--- config.mk ---
export PLATFORM = sky130hd
export DESIGN_NAME = contador_sweep_ctrl
export DESIGN_NICKNAME = d
export VERILOG_FILES = /design/src/rtl/contador_pkg.sv /design/src/rtl/contador_sweep_ctrl_wait_timer.sv /design/src/rtl/contador_sweep_ctrl.sv
export SDC_FILE = /design/constraint.sdc
export NUM_CORES = 1
export LEC_CHECK = 0
export ABC_AREA = 1
export CORE_ASPECT_RATIO = 1.4
export CORE_MARGIN = 10
export CORE_UTILIZATION = 45
export CTS_BUF_LIST = sky130_fd_sc_hd__clkbuf_8
export CTS_CLUSTER_DIAMETER = 60
export DETAILED_ROUTE_END_ITERATION = 7
export PLACE_DENSITY = 0.75
export SYNTH_ARGS = -nofsm -noshare
export SYNTH_HDL_FRONTEND = slang
export SYNTH_SLANG_ARGS = --single-unit
--- constraint.sdc ---
create_clock -name clk -period 1.62 [get_ports clk]
set_input_delay 0.405 -clock clk [delete_from_list [all_inputs] [get_ports clk]]
set_output_delay 0.405 -clock clk [all_outputs]
set_load 0.02 [all_outputs]
--- src/rtl/contador_pkg.sv ---
// Shared definitions for the per-queue counter bank and its sweep controller.
package contador_pkg;

  localparam int NUM_CNT_DEF = 5;
  localparam int CNT_W_DEF   = 5;
  localparam int IDX_W_DEF   = 3;

  typedef enum logic [1:0] {
    ST_IDLE      = 2'd0,
    ST_WAIT_IDLE = 2'd1,
    ST_SELECT    = 2'd2,
    ST_CAPTURE   = 2'd3
  } state_t;

endpackage

--- src/rtl/contador_sweep_ctrl_wait_timer.sv ---
// Wait-for-idle timer: counts enabled cycles since the last clear and flags
// the cycle in which the TIMEOUT-th enabled cycle is reached (TIMEOUT=0 never expires).
module wait_timer #(
  parameter int TO_W    = 8,
  parameter int TIMEOUT = 200
) (
  input  logic clk,
  input  logic reset,
  input  logic clear_i,
  input  logic enable_i,
  output logic expire_o
);

  localparam logic [TO_W-1:0] LAST = (TIMEOUT == 0) ? '0 : TO_W'(TIMEOUT - 1);

  logic [TO_W-1:0] count_q, count_d;

  // NOTE: every variable gets a default at the top of always_comb so no path leaves it unassigned and a latch is never inferred.
  always_comb begin
    count_d = count_q;
    if (clear_i) begin
      count_d = '0;
    end else if (enable_i) begin
      count_d = count_q + TO_W'(1);
    end
  end

  // NOTE: state registers use non-blocking assignments so every flop samples pre-edge values, independent of block order.
  always_ff @(posedge clk) begin
    if (reset) begin
      count_q <= '0;
    end else begin
      count_q <= count_d;
    end
  end

  assign expire_o = (TIMEOUT != 0) && enable_i && (count_q == LAST);

endmodule

--- src/rtl/contador_sweep_ctrl.sv ---
// Sweep controller: waits for the counter bank to go quiet, then reads out every
// counter in index order as a stream of {rd_idx, rd_data} records.
module contador_sweep_ctrl
  import contador_pkg::*;
#(
  parameter int NUM_CNT = NUM_CNT_DEF,
  parameter int CNT_W   = CNT_W_DEF,
  parameter int IDX_W   = IDX_W_DEF,
  parameter int TO_W    = 8,
  parameter int TIMEOUT = 200
) (
  input  logic             clk,
  input  logic             reset,
  input  logic             req,
  input  logic             idle,
  input  logic [CNT_W-1:0] cuenta,
  output logic [IDX_W-1:0] idx,
  output logic             cnt_req,
  output logic             rd_valid,
  output logic [IDX_W-1:0] rd_idx,
  output logic [CNT_W-1:0] rd_data,
  output logic             busy,
  output logic             done,
  output logic             err_to
);

  localparam logic [IDX_W-1:0] LAST_IDX = IDX_W'(NUM_CNT - 1);

  state_t           state_q, state_d;
  logic [IDX_W-1:0] idx_q, idx_d;
  logic [IDX_W-1:0] rd_idx_q, rd_idx_d;
  logic [CNT_W-1:0] rd_data_q, rd_data_d;
  logic             rd_valid_q, rd_valid_d;
  logic             done_q, done_d;
  logic             err_to_q, err_to_d;
  logic             expire;

  // Timer restarts from zero on every entry into WAIT_IDLE.
  wait_timer #(
    .TO_W   (TO_W),
    .TIMEOUT(TIMEOUT)
  ) u_wait_timer (
    .clk     (clk),
    .reset   (reset),
    .clear_i (state_q != ST_WAIT_IDLE),
    .enable_i(state_q == ST_WAIT_IDLE),
    .expire_o(expire)
  );

  always_comb begin
    state_d    = state_q;
    idx_d      = idx_q;
    rd_idx_d   = rd_idx_q;
    rd_data_d  = rd_data_q;
    rd_valid_d = 1'b0;
    done_d     = 1'b0;
    err_to_d   = 1'b0;
    unique case (state_q)
      ST_IDLE: begin
        if (req) begin
          idx_d   = '0;
          state_d = idle ? ST_SELECT : ST_WAIT_IDLE;
        end
      end
      ST_WAIT_IDLE: begin
        // A late idle still beats an expiring timer in the same cycle.
        if (idle) begin
          state_d = ST_SELECT;
        end else if (expire) begin
          state_d  = ST_IDLE;
          err_to_d = 1'b1;
        end
      end
      ST_SELECT: begin
        state_d = idle ? ST_CAPTURE : ST_WAIT_IDLE;
      end
      ST_CAPTURE: begin
        rd_valid_d = 1'b1;
        rd_idx_d   = idx_q;
        rd_data_d  = cuenta;
        if (idx_q == LAST_IDX) begin
          state_d = ST_IDLE;
          done_d  = 1'b1;
        end else begin
          state_d = ST_SELECT;
          idx_d   = idx_q + IDX_W'(1);
        end
      end
      default: state_d = ST_IDLE;
    endcase
  end

  always_ff @(posedge clk) begin
    if (reset) begin
      state_q    <= ST_IDLE;
      idx_q      <= '0;
      rd_idx_q   <= '0;
      rd_data_q  <= '0;
      rd_valid_q <= 1'b0;
      done_q     <= 1'b0;
      err_to_q   <= 1'b0;
    end else begin
      state_q    <= state_d;
      idx_q      <= idx_d;
      rd_idx_q   <= rd_idx_d;
      rd_data_q  <= rd_data_d;
      rd_valid_q <= rd_valid_d;
      done_q     <= done_d;
      err_to_q   <= err_to_d;
    end
  end

  assign idx      = idx_q;
  assign cnt_req  = (state_q == ST_SELECT);
  assign busy     = (state_q != ST_IDLE);
  assign rd_valid = rd_valid_q;
  assign rd_idx   = rd_idx_q;
  assign rd_data  = rd_data_q;
  assign done     = done_q;
  assign err_to   = err_to_q;

endmodule

==> key figures <==
Run status
  – Status: finished, final reports clean

Finish
  – Fraction of layout cells with a size suffix above 1: 11.9%
  – Fillers: 200
  – Multi-input gate area: 472 um2
  – Post-route design area: 1390 um2
  – Register Area: 480 um2
  – Diode count: 0
  – P&R area growth vs syn: 33.0%
  – Final Util: 63.0%
  – Final #Nets: 181

Placed design
  – Post-DP HPWL: 1870 um
  – Port Buffers: 24
  – RePlAce Congestion: 0.822
  – Cell area after placement: 1330 um2

Die
  – Die span in y: 77.0 um
  – Die ar.: 4670 um2
  – I/O pin count: 25
  – Core box area: 2200 um2
  – Die width: 60.7 um
  – Number of cell rows: 20
  – Starting Density: 47.4%

Clocking
  – CTS root buf: clkbuf_8
  – H-tree depth: 1
  – Clk Latency, worst-skew pair: 250 ps
  – Clock-pin slew of the registers on the worst-case setup and hold paths: 80 ps
  – CTS max path bufs: 2
  – TritonCTS clock tree: built
  – Clk sink count: 24
  – CTS Buf Count: 3

Drt
  – DR vias/cell: 4.91
  – Starting DRC count in detailed routing: 23
  – # DRC: 0
  – Avg WL per Cell: 12.0 um
  – Drt first pass iters: 2
  – Antenna-violating nets left: 0
  – Post-Route WL: 2280 um
  – DR vias: 932

Timing
  – Worst slew margin relative to its limit: 82.5%
  – Final Critical Period: 1580 ps
  – F_max: 634 MHz
  – Tcrit/Tclk final: 97.3%
  – Slew @ Worst Pin: 262 ps
  – Worst hold margin: 451 ps
  – RSZ-0062 raised after global routing: false
  – Slew Limit Fails: 0
  – Final setup fails: 0
  – Final hold vios: 0
  – Setup tns final: 0 ps
  – Layout Skew: 1.83 ps

Setup path
  – Worst EP arrival: 1170 ps
  – Crit-path cells: clkdlybuf4s50_1
  – Buffers & Inverters on Critical Path: 1
  – Crit path kind: flip-flop to output pin
  – Worst r2r src: idx[0]
  – CP max-delay cell: clkdlybuf4s50_1
  – Crit. path cell count: 1
  – Startpoint types: flip-flop
  – Cells on worst reg2reg path: 8
  – Peak fanout along the critical path: 1
  – CP peak stage delay: 600 ps
  – CP top delay family: buffers and inverters
  – Critical Path RT: 1210 ps
  – Crit. End Element: output pin
  – CP Launch Point: done

Worst hold path
  – Hold_sp: u_wait_timer.count_q[0]
  – Hold depth: 1
  – HP Class: flip-flop to flip-flop

Synth
  – Seq/Total Area, Yosys: 46.0%
  – Synth cell types: 19
  – Yosys reg bits: 24
  – YS warnings: 0
  – Syn Std Cell Area: 1040 um2
  – Syn_area_per_cell: 7.62 um2
  – Mapped Nets: 149
  – Mapped Cells: 137

Global routing
  – Vias in the first global route: 1,006
  – Overflow after GRT: 0
  – Pin count of the biggest net entering global routing: 14
  – Initial antenna violation count: 0
  – Overall Global Routing Usage: 10.3%
  – First-pass GRT wire length: 4010 um

Power and ir drop
  – Clock power frac: 33.6%
  – Int Power: 0.000884 W
  – Combinational Power Share: 12.9%
  – Sw Ratio: 22.4%
  – Psw: 0.000255 W
  – Reg power frac: 53.6%
  – Power per Cell Area: 821 nW/um2
  – Pleak: 0.708 nW
  – Worst VDD drop: 0.616 mV
  – Tot Pwr: 0.00114 W

Job
  – Max Cap Violations: 0
-- kinds of logic (layout without fill, tap and decap cells) --
group / after synthesis / after routing / synth area share [%]
and+or+nand+nor: 68 / 68 / 31.2
adders and majority gates: 3 / 3 / 3.60
xor gates and xnor gates: 1 / 1 / 0.839
DFF: 24 / 24 / 46.0
buffers and inverters: 21 / 52 / 8.75
AOI/OAI and AO/OA: 20 / 20 / 9.59
-- cell usage in the layout, fill, tap and decap left out, drive strengths merged --
| master | n |
|---|---|
| nor2 | 28 |
| nand2 | 27 |
| dfxtp | 24 |
| inv | 18 |
| clkdlybuf4s50 | 11 |
| a21oi | 10 |
| o21ai | 10 |
| nand3 | 9 |
| dlygate4sd2 | 9 |
| buf | 5 |
| clkbuf | 4 |
| dlymetal6s2s | 4 |
| nor3 | 3 |
| ha | 3 |
| clkinv | 1 |
| nand4 | 1 |
| xnor2 | 1 |
-- flip-flops by register name, summed over array words and instances, names as in the netlist --
register / flops
rd_data: 5
state_q: 2
rd_valid: 1
err_to: 1
done: 1
u_wait_timer.count_q: 8
idx: 3
rd_idx: 3
-- synth_stat cells (all sizes together) --
cell	n	share of area, %
a21oi	10	4.8
buf	1	1.1
clkbuf	1	0.36
clkinv	1	0.84
dfxtp	24	46
ha	3	3.6
inv	18	6.5
nand2	27	14
nand3	9	4.3
nand4	1	0.60
nor2	28	11
nor3	3	1.4
o21ai	10	4.8
xnor2	1	0.84
-- power by group through the flow --
stage | sequential, W | combinational, W | clock (W)
after floorplan | 0.000637 | 0.0000691 | 0
after global placement | 0.000624 | 0.000151 | 0
after detailed placement | 0.000625 | 0.000155 | 0
after CTS | 0.000610 | 0.000149 | 0.000397
after global routing | 0.000612 | 0.000162 | 0.000423
final | 0.000610 | 0.000146 | 0.000382
-- layer usage --
layer  GRT usage, %  vias to the layer above  wire length (um)
li1               -                      489                 -
met1           9.47                      423               897
met2           20.0                       16              1240
met3           3.13                        4               108
met4           2.64                        0                36
met5              0                        -                 0
-- area by class of cell --
| type | instances | share of cell area, % |
|---|---|---|
| Sequential cell | 24 | 34.6 |
| Multi-Input combinational cell | 92 | 34.0 |
| Timing Repair Buffer | 29 | 19.9 |
| Inverter | 19 | 5.50 |
| Clock buffer | 4 | 3.97 |
| Tap cell | 22 | 1.98 |
-- per-stage QoR --
stage               setup slack (ps)  cells
finish                          43.3    190
global route                    15.2    190
CTS                             5.09    190
detailed placement              69.8    186
global placement                 110    186
floorplan                        352    137
-- what timing repair did --
item / CTS / global route
setup endpoints to repair: 9 / 4
cloned: 0 / 0
hold buffers: 0 / 0
gates resized for setup: 9 / 4
setup buffers: 0 / 0
-- worst paths after layout --
| check | to | slack (ps) |
|---|---|---|
| hold / removal | u_wait_timer.count_q[0] | 450 |
| setup / recovery | done | 40 |
| setup reg to reg | idx[2] | 370 |
| hold reg to reg | u_wait_timer.count_q[0] | 450 |
Note: power is estimated with default switching activity, not from simulation.
